File: src/rtl/hilo_mult_unit.sv
// Iterative radix-2 shift-add multiplier that owns the HI/LO register pair and serves mfhi/mflo.
// Define HILO_MULTU_EN to add the unsignedop input (multu support); otherwise every multiply is signed.
//
// state  | meaning
// IDLE   | waiting for start; HI/LO stable
// RUN    | one multiplier bit consumed per clock, WIDTH clocks
// FINISH | sign-correct the accumulator into HI/LO
module hilo_mult_unit #(
    parameter int WIDTH = 32
) (
    input  logic             clk,
    input  logic             reset,
    input  logic             start,
    input  logic [WIDTH-1:0] srca,
    input  logic [WIDTH-1:0] srcb,
`ifdef HILO_MULTU_EN
    input  logic             unsignedop,
`endif
    input  logic [1:0]       move,
    output logic             busy,
    output logic             stall,
    output logic             done,
    output logic [WIDTH-1:0] hi,
    output logic [WIDTH-1:0] lo,
    output logic [WIDTH-1:0] moveresult
);

    localparam int CW = $clog2(WIDTH) + 1;

    typedef enum logic [1:0] {IDLE, RUN, FINISH} state_t;

    state_t             state, state_next;
    logic [CW-1:0]      counter;
    logic [2*WIDTH-1:0] acc;
    logic [2*WIDTH-1:0] mcand;
    logic [WIDTH-1:0]   mplier;
    logic               sign;

    logic               op_unsigned;
    logic [WIDTH-1:0]   mag_a, mag_b;
    logic               sign_in;
    logic [2*WIDTH-1:0] product;

`ifdef HILO_MULTU_EN
    assign op_unsigned = unsignedop;
`else
    assign op_unsigned = 1'b0;
`endif

    // The most negative operand negates to itself, which is exactly 2^(WIDTH-1) read as unsigned.
    always_comb begin
        mag_a   = (!op_unsigned && srca[WIDTH-1]) ? (~srca + 1'b1) : srca;
        mag_b   = (!op_unsigned && srcb[WIDTH-1]) ? (~srcb + 1'b1) : srcb;
        sign_in = !op_unsigned && (srca[WIDTH-1] ^ srcb[WIDTH-1]);
        product = sign ? (~acc + 1'b1) : acc;
    end

    always_ff @(posedge clk or posedge reset) begin
        if (reset) state <= IDLE;
        else       state <= state_next;
    end

    always_comb begin
        state_next = state;
        case (state)
            IDLE:    if (start) state_next = RUN;
            RUN:     if (counter == CW'(WIDTH - 1)) state_next = FINISH;
            FINISH:  state_next = IDLE;
            default: state_next = IDLE;
        endcase
    end

    always_comb begin
        busy = (state != IDLE);
        done = (state == FINISH);
    end

    // The multiplicand register shifts left so it is always aligned with the current multiplier bit.
    always_ff @(posedge clk or posedge reset) begin
        if (reset) begin
            counter <= '0;
            acc     <= '0;
            mcand   <= '0;
            mplier  <= '0;
            sign    <= 1'b0;
            hi      <= '0;
            lo      <= '0;
        end else begin
            case (state)
                IDLE: begin
                    if (start) begin
                        mcand   <= {{WIDTH{1'b0}}, mag_a};
                        mplier  <= mag_b;
                        sign    <= sign_in;
                        acc     <= '0;
                        counter <= '0;
                    end
                end
                RUN: begin
                    if (mplier[0]) acc <= acc + mcand;
                    mcand   <= mcand << 1;
                    mplier  <= mplier >> 1;
                    counter <= counter + 1'b1;
                end
                FINISH: begin
                    {hi, lo} <= product;
                end
                default: ;
            endcase
        end
    end

    // Only a new mult or an HI/LO read has to wait; unrelated instructions flow past a running multiply.
    assign stall = busy & (start | (move == 2'b10) | (move == 2'b01));

    always_comb begin
        case (move)
            2'b10:   moveresult = hi;
            2'b01:   moveresult = lo;
            default: moveresult = '0;
        endcase
    end

endmodule

File: config.mk
export PLATFORM = sky130hd
export DESIGN_NAME = hilo_mult_unit
export DESIGN_NICKNAME = d
export VERILOG_FILES = /design/src/rtl/hilo_mult_unit.sv
export SDC_FILE = /design/constraint.sdc
export NUM_CORES = 1
export LEC_CHECK = 0
export CORE_MARGIN = 8
export CORE_UTILIZATION = 58
export DETAILED_ROUTE_END_ITERATION = 16
export GPL_TIMING_DRIVEN = 1
export PLACE_DENSITY = 0.82
export RECOVER_POWER = 25
export REMOVE_ABC_BUFFERS = 1
export SLEW_MARGIN = 0
export SYNTH_ARGS = -nofsm -noshare
export SYNTH_HDL_FRONTEND = slang
export SYNTH_SLANG_ARGS = --single-unit
File: constraint.sdc
create_clock -name clk -period 10.9 [get_ports clk]
set_input_delay 2.18 -clock clk [delete_from_list [all_inputs] [get_ports clk]]
set_output_delay 2.18 -clock clk [all_outputs]
set_load 0.01 [all_outputs]
* After elaboration in Yosys (flattened, before gate mapping)
Index checks and enable logic that the tools add are counted.
Storage, ports and cells: bits in registers 233, input port bits 69, output and inout bits 99, word-level logic and storage cells 51
Operators by class: add/sub/neg operators 5, eq/ne operators 8, muxes and demuxes 16, bitwise gates (word level) 7, reduce and logical (&&, ||, !) cells 7
Operators by type and width (count):
- 2-to-1 mux 64 bit | 4
- case mux 64 bit (2 select lines) | 2
- case mux 32 bit (2 select lines) | 2
- 2-to-1 mux 32 bit | 3
- adder 32 x 1 -> 32 bit (second input constant) | 2
- adder 64 x 1 -> 64 bit (second input constant) | 1
- adder 64 bit | 1
- NOT 32 bit | 2
- NOT 64 bit | 1
- case mux 6 bit (2 select lines) | 1
- adder 6 x 1 -> 6 bit (second input constant) | 1
- == test 6 x 5 -> 1 bit (second input constant) | 1
- 2-to-1 mux 6 bit | 1
- != test 2 bit (second input constant) | 3
- AND reduction 2 bit | 3
- == test 2 x 1 -> 1 bit (second input constant) | 2
- == test 2 bit (second input constant) | 2
- 2-to-1 mux 2 bit | 2
- case mux 2 bit (2 select lines) | 1
- nonzero test 2 bit | 2
- AND reduction 3 bit | 1
- zero test 2 bit | 1
- bitwise OR 1 bit | 2
- AND 1 bit | 1
- XOR 1 bit | 1

* Depth between registers and ports, before layout
Gate-level depths: netlist (run 1).
depth in word-level cells 5, gate-level depth with buffers 13

* Worst setup path before layout (run 1)
No wires, ideal clock.
kind input to output, start point input port move[1], end point output port moveresult[22], arrival 3.102 ns, required time 8.720 ns, setup slack 5.618 ns, cell stages on the path 6, path through inv_1 ha_1 clkbuf_1 clkbuf_1 a22oi_1 nor2_1
Between the ends: cells in the longest elaborated chain, start to end 2, elaborated cells on any way between the ends 3, classes of those cells eq/ne: 2; mux: 1
RTL lines:
- start: declaration | RTL line 19 | input logic [1:0] move,
- == test 2 x 1 -> 1 bit or == test 2 bit (tied branches) | RTL line 117 | case (move)
- case mux 32 bit (2 select lines) * | RTL line 117
- end: declaration | RTL line 25 | output logic [WIDTH-1:0] moveresult
Mark *: on every way between the ends. The rest lies on a longest branch, timed or not.

* Worst setup path in the final report (run 1)
start point input port move[0], end point output port moveresult[18]
The elaborated chain is that of the path after synthesis.

==> results of run 1 <==
per-layer routing:
layer,vias to the layer above,wire (µm)
li1,6803,-
met1,7003,20100
met2,638,20600
met5,-,0
met3,90,4210
met4,0,1410
sequential cells by signal, indices dropped and copies added, names as in the netlist:
name,flops
acc,64
counter,6
hi,32
lo,32
mcand,64
mplier,32
sign,1
state,2
critical path, cell delays in order:
cell             delay [ns]
clkdlybuf4s50_1        0.48
ha_1                   0.98
a22oi_1                0.28
nor2_1                 0.16
clkdlybuf4s50_1        0.56
how the worst min path moves through the flow:
stage / endpoint / slack [ns] / depth (start not counted)
after floorplan: mplier[1] / 0.45 / 2
after detailed placement: mplier[1] / 0.47 / 2
final: mplier[1] / 0.49 / 2
after global placement: mplier[1] / 0.47 / 2
after CTS: mplier[1] / 0.49 / 2
after global routing: mplier[19] / 0.52 / 2
placed cells by master (no fill, tap or decap), types with 17 or more instances in the layout:
| cell type | n |
|---|---|
| dfrtp_1 | 232 |
| o41ai_1 | 17 |
| nand2_1 | 240 |
| clkbuf_16 | 27 |
| nand3_1 | 18 |
| o21ai_0 | 156 |
| a22o_1 | 36 |
| a21oi_1 | 126 |
| nand4_1 | 24 |
| o21ai_1 | 84 |
| o22ai_1 | 47 |
| inv_1 | 31 |
| or3_1 | 27 |
| dlygate4sd3_1 | 33 |
| or4_1 | 19 |
| a21o_1 | 39 |
| clkdlybuf4s50_1 | 134 |
| nor2_1 | 82 |
| a22oi_1 | 54 |
| o31ai_1 | 40 |
| xor2_1 | 96 |
| ha_1 | 69 |
| nor3_1 | 22 |
| xnor2_1 | 78 |
power groups by stage:
stage	combinational (mW)	sequential (mW)	clock [mW]
floorplan	2.09	1.62	0
global placement	2.91	1.74	0
detailed placement	2.98	1.75	0
CTS	3.01	1.74	0.974
global route	3.35	1.80	1.01
finish	3.02	1.75	0.966
logic make-up (layout without fill, tap and decap cells):
kind of cell / after synthesis / count (layout)
simple gates: 496 / 496
buf+inv: 151 / 263
compound gates: 674 / 674
flops: 233 / 233
xor+xnor: 174 / 174
mux: 4 / 4
fa+ha+maj: 70 / 70
final cells by class:
class / count / area share (%)
Multi-Input combinational cell: 1418 / 49.9
Sequential cell: 233 / 32.2
Timing Repair Buffer: 179 / 9.67
Clock buffer: 33 / 4.07
Tap cell: 335 / 2.31
Clock inverter: 17 / 1.21
Inverter: 34 / 0.711
metrics by stage:
step	hold slack [ns]	instances	area, µm²	total power, mW
5_1_grt	0.517	2249	18100	6.15
3_5_place_dp	0.472	2199	17200	4.73
2_1_floorplan	0.450	1685	15000	3.71
3_3_place_gp	0.467	2199	17200	4.64
6_report	0.487	2249	18100	5.74
4_1_cts	0.486	2249	18200	5.72
==> impl_metrics.csv, run 1 <==
group,metric,value,unit
layout,utilization,69.6,%
sta,post-route-period-util,62.8,%
worst_hold_path,hp-start,"mplier[1]",
global_routing,grt_max_degree,116,
routing,viasPerCell,6.46,
floorplan,io_pins,168,
clock_network,cts_tree,"yes",
floorplan,row_count,59,
clock_network,clk_latency,0.56,ns
layout,diodes,0,
layout,fill_cells,2092,
power_and_ir_drop,peakVddDrop,0.000194,V
worst_setup_path,cp_max_fo,33,
sta,clock.fmax,0.146,GHz
global_routing,gr-usage-met3,4.36,%
worst_setup_path,reg2reg_depth,6,
outcome,violations,"capacitance limit, slew limit",
global_routing,grt_usage,28.6,%
power_and_ir_drop,combPwrFrac,52.7,%
run,max-cap-violations,2,
yosys,synth-main-ff-cell,"dfrtp_1",
placed_design,portBuffers,167,
placed_design,dp_hpwl,34100,µm
worst_hold_path,worstHoldPathType,"flop to flop",
yosys,yosysWarnings,0,
global_routing,overflow,0,
yosys,synth_top_family_by_area,"compound AO/OA/AOI/OAI gates",
floorplan,core_area,0.0261,mm²
worst_setup_path,critPathCapture,"moveresult[18]",
power_and_ir_drop,switching_power,2.66,mW
sta,report.final.slew_viol_count,163,
worst_setup_path,r2r-start,"state[0]",
yosys,synth_area,0.0154,mm²
power_and_ir_drop,leakage,7.74,nW
yosys,synth_top_area_share,37.8,%
layout,layout-drive-gt1-share,4.18,%
global_routing,antenna_found_initial,0,
yosys,synthAdderAreaFrac,5.73,%
placed_design,routabilityCongestion,0.927,
global_routing,grt_pass1_vias,13700,
yosys,avgSynthCellArea,8.55,µm²
sta,finClkSkew,0.0212,ns
power_and_ir_drop,intPower,3.08,mW
sta,fin_tns_setup,0,ns
worst_setup_path,startpoint,"move[0]",
sta,setup_viol,0,
routing,drtIter0Drc,1287,
yosys,syn_inst,1802,
placed_design,pre_cts_ws,4.09,ns
clock_network,cts.clk_slew.worst_paths,0.06,ns
routing,routed_wl,46300,µm
worst_setup_path,crit_arrival,4.66,ns
yosys,synth_top_area_cell,"dfrtp_1",
global_routing,grtUsageMet1,39.9,%
layout,nNetsFinal,2032,
yosys,synth-xor-area-share,9.89,%
sta,fin_crit,6.84,ns
power_and_ir_drop,clkPwrFrac,16.8,%
floorplan,die_y,179,µm
yosys,synth-simple-area-share,15.3,%
routing,drt.antenna.violating_nets,0,
clock_network,cts_resized,0,
yosys,synth-edff-count,0,
power_and_ir_drop,swShare,46.3,%
clock_network,cts_max_path_buffers,3,
sta,max-slew-margin-rel,-197,%
worst_setup_path,cp-start-kind,"primary input",
routing,firstDrtPassIters,8,
worst_setup_path,reg2reg_slack,5.68,ns
worst_setup_path,crit_type,"primary input to primary output",
layout,regArea,0.00583,mm²
yosys,synth_area_leaders,"dfrtp_1 38%, nand2_1 5.9%, ha_1 5.6%",
clock_network,ctsRootBufferMaster,"clkbuf_16",
clock_network,cts_setup_buffers,0,
yosys,synthMuxAreaShare,0.260,%
yosys,post-synth-top-count-cell,"nand2_1",
clock_network,cts_num_sinks,233,
outcome,status,"finished, violations left",
yosys,synthDistinctLibCells,65,
sta,hold_viol_final,0,
worst_setup_path,required,8.72,ns
global_routing,top_usage_layer,"met2",
yosys,synth-seq-area-share,37.8,%
yosys,ys_async_sr_fraction,100,%
global_routing,grt_pass1_wl,74000,µm
yosys,synth-seq-cells,233,
clock_network,numCtsBuffers,27,
routing,via_count,14500,
yosys,ys_top_cells_by_count,"241 x nand2_1, 233 x dfrtp_1, 155 x o21ai_0",
floorplan,start_util,59.2,%
sta,fin_ws,4.06,ns
power_and_ir_drop,pwr-share-seq,30.5,%
floorplan,die_w,179,µm
clock_network,htree_num_levels,1,
power_and_ir_drop,power.density,317,mW/mm²
sta,grt_setup_unrepaired,"false",
floorplan,die_area,0.0321,mm²
worst_setup_path,critPathCaptureType,"primary output",
routing,wl_per_cell,20.6,µm
layout,syn2layout_area_growth,17.6,%
routing,route.detailed.drc,0,
yosys,synth_compound_area_share,27.3,%
layout,multiInputGateArea,0.00904,mm²
global_routing,grtUsageMet2,45.2,%
worst_setup_path,timing.rr.end,"mplier[0]",
sta,worst_pin_slew,4.43,ns
clock_network,cts_hold_buf,0,
No activity file was read; power rests on OpenSTA's default activity.
==> run 2, diff against run 1 <==
--- a/config.mk
+++ b/config.mk
@@ -6,10 +6,10 @@
 export NUM_CORES = 1
 export LEC_CHECK = 0
 export CORE_MARGIN = 8
-export CORE_UTILIZATION = 58
+export CORE_UTILIZATION = 52
 export DETAILED_ROUTE_END_ITERATION = 16
 export GPL_TIMING_DRIVEN = 1
-export PLACE_DENSITY = 0.82
+export PLACE_DENSITY = 0.77
 export RECOVER_POWER = 25
 export REMOVE_ABC_BUFFERS = 1
 export SLEW_MARGIN = 0
==> constraint.sdc (replaced) <==
create_clock -name clk -period 5.8 [get_ports clk]
set_input_delay 1.16 -clock clk [delete_from_list [all_inputs] [get_ports clk]]
set_output_delay 1.16 -clock clk [all_outputs]
set_load 0.01 [all_outputs]
==> run 2 against run 1 <==
  * Critical endpoint is now mplier[0]
  * Count of clock-buffer cells in the layout shrank 1
  * Non-clock buffer count grew 8
  * Utilization shrank 7.4 points
  * Setup slack lost 3.0 ns
  * Clock skew shrank 0.0062 ns
  * Largest power group unchanged
  * Hold slack gained 0.0030 ns
  * Wire length shrank 1.2%
  * Highest routed layer unchanged
  * Combinational power grew 87%
  * Sequential cell count is the same
  * Cell count grew 2.6%
  * The run still ends with capacitance limit, slew limit left
==> impl_metrics.csv, run 2 (same netlist as run 1, synthesis figures left out) <==
group,metric,value,unit
layout,nNetsFinal,2038,
sta,setup_viol,0,
clock_network,cts_tree,"yes",
routing,wl_per_cell,19.8,µm
sta,post-route-period-util,82.3,%
sta,grt_setup_unrepaired,"false",
global_routing,grt_pass1_vias,14000,
routing,drtIter0Drc,1036,
worst_setup_path,required,6.16,ns
routing,route.detailed.drc,0,
sta,finClkSkew,0.0150,ns
global_routing,antenna_found_initial,0,
clock_network,ctsRootBufferMaster,"clkbuf_16",
clock_network,cts_max_path_buffers,3,
worst_hold_path,worstHoldPathType,"flop to flop",
floorplan,start_util,52.4,%
worst_setup_path,reg2reg_slack,1.03,ns
clock_network,numCtsBuffers,25,
sta,worst_pin_slew,3.16,ns
sta,fin_ws,1.03,ns
floorplan,row_count,63,
power_and_ir_drop,peakVddDrop,0.000315,V
worst_setup_path,reg2reg_depth,8,
outcome,violations,"capacitance limit, slew limit",
worst_setup_path,crit_arrival,5.14,ns
power_and_ir_drop,power.density,595,mW/mm²
routing,viasPerCell,6.18,
worst_setup_path,timing.rr.end,"mplier[0]",
sta,fin_crit,4.77,ns
routing,routed_wl,45800,µm
global_routing,overflow,0,
layout,syn2layout_area_growth,18.7,%
sta,clock.fmax,0.209,GHz
clock_network,cts_resized,0,
floorplan,die_y,188,µm
global_routing,gr-usage-met3,5.18,%
floorplan,core_area,0.0294,mm²
sta,fin_tns_setup,0,ns
worst_setup_path,critPathCapture,"mplier[0]",
routing,drt.antenna.violating_nets,0,
clock_network,clk_latency,0.53,ns
global_routing,grtUsageMet2,39.9,%
clock_network,cts.clk_slew.worst_paths,0.06,ns
layout,final_common_cell,"nand2_1",
worst_setup_path,crit_type,"flop to flop",
layout,reg_top3,"acc: 64 flops, mcand: 64 flops",
worst_setup_path,critPathCaptureType,"flop",
floorplan,die_area,0.0354,mm²
sta,report.final.slew_viol_count,273,
placed_design,pre_cts_ws,0.952,ns
routing,firstDrtPassIters,5,
clock_network,cts_hold_buf,0,
sta,max-slew-margin-rel,-111,%
global_routing,grt_usage,25.3,%
layout,diodes,0,
sta,hold_viol_final,0,
outcome,status,"finished, violations left",
placed_design,routabilityCongestion,0.917,
worst_setup_path,cp-start-kind,"flop",
layout,final_cell_mix,"240 x nand2_1, 232 x dfrtp_1, 166 x clkdlybuf4s50_1",
global_routing,grtUsageMet1,34.8,%
floorplan,io_pins,168,
global_routing,top_usage_layer,"met2",
power_and_ir_drop,leakage,7.81,nW
clock_network,htree_num_levels,1,
placed_design,portBuffers,167,
clock_network,cts_setup_buffers,0,
power_and_ir_drop,power,10.9,mW
layout,layout-drive-gt1-share,4.28,%
placed_design,dp_hpwl,34200,µm
worst_setup_path,startpoint,"state[0]",
routing,via_count,14300,
global_routing,grt_pass1_wl,75000,µm
run,max-cap-violations,4,
worst_setup_path,cp_max_fo,60,
global_routing,grt_max_degree,123,
worst_setup_path,r2r-start,"state[0]",
floorplan,die_w,188,µm
clock_network,cts_num_sinks,233,
-- run 2: area by class of cell --
type | count | area (µm²)
fill | 2484 | 11100
clock inverter | 13 | 279
multi-input combinational | 1418 | 9050
inverter | 34 | 131
clock buffer | 32 | 702
tap | 390 | 488
timing repair buffer | 187 | 1820
sequential | 233 | 5830
-- run 2: how the worst min path moves through the flow --
| stage | start | end | depth (start not counted) |
|---|---|---|---|
| after floorplan | mplier[1] | mplier[1] | 2 |
| after global placement | mplier[1] | mplier[1] | 2 |
| after detailed placement | mplier[1] | mplier[1] | 2 |
| after CTS | mplier[30] | mplier[30] | 2 |
| after global routing | mplier[24] | mplier[24] | 2 |
| final | mplier[30] | mplier[30] | 2 |
-- run 2: layer usage --
layer | share of wire (%) | vias to the layer above | wire, µm
met5 | 0 | - | 0
met4 | 2.7 | 0 | 1260
met3 | 8.4 | 82 | 3860
met2 | 44 | 521 | 20300
met1 | 44 | 6824 | 20300
li1 | - | 6830 | -
-- run 2: worst max-delay path: stages (launching register included) --
cell      delay (ns)
dfrtp_1         0.32
buf_4           0.23
clkinv_1        0.16
clkbuf_1        0.63
nor2_4          0.28
clkbuf_1        2.26
nor2_1          0.30
a21oi_1         0.27
o21ai_0         0.12
-- run 2: stage by stage --
| step | cells | utilization, % | area [µm²] | hold WS (ns) |
|---|---|---|---|---|
| after detailed placement | 2262 | 59.0 | 17300 | 0.474 |
| after global routing | 2307 | 62.2 | 18300 | 0.520 |
| after global placement | 2262 | 59.0 | 17300 | 0.467 |
| final | 2307 | 62.2 | 18300 | 0.490 |
| after CTS | 2307 | 62.3 | 18300 | 0.491 |
| after floorplan | 1685 | - | 15000 | 0.450 |
-- run 2: where the power goes --
| group | switching, mW | internal, mW | total (mW) |
|---|---|---|---|
| sequential | 0.980 | 2.35 | 3.33 |
| clock | 0.693 | 1.21 | 1.90 |
| combinational | 3.25 | 2.40 | 5.65 |
| total | 4.92 | 5.96 | 10.9 |
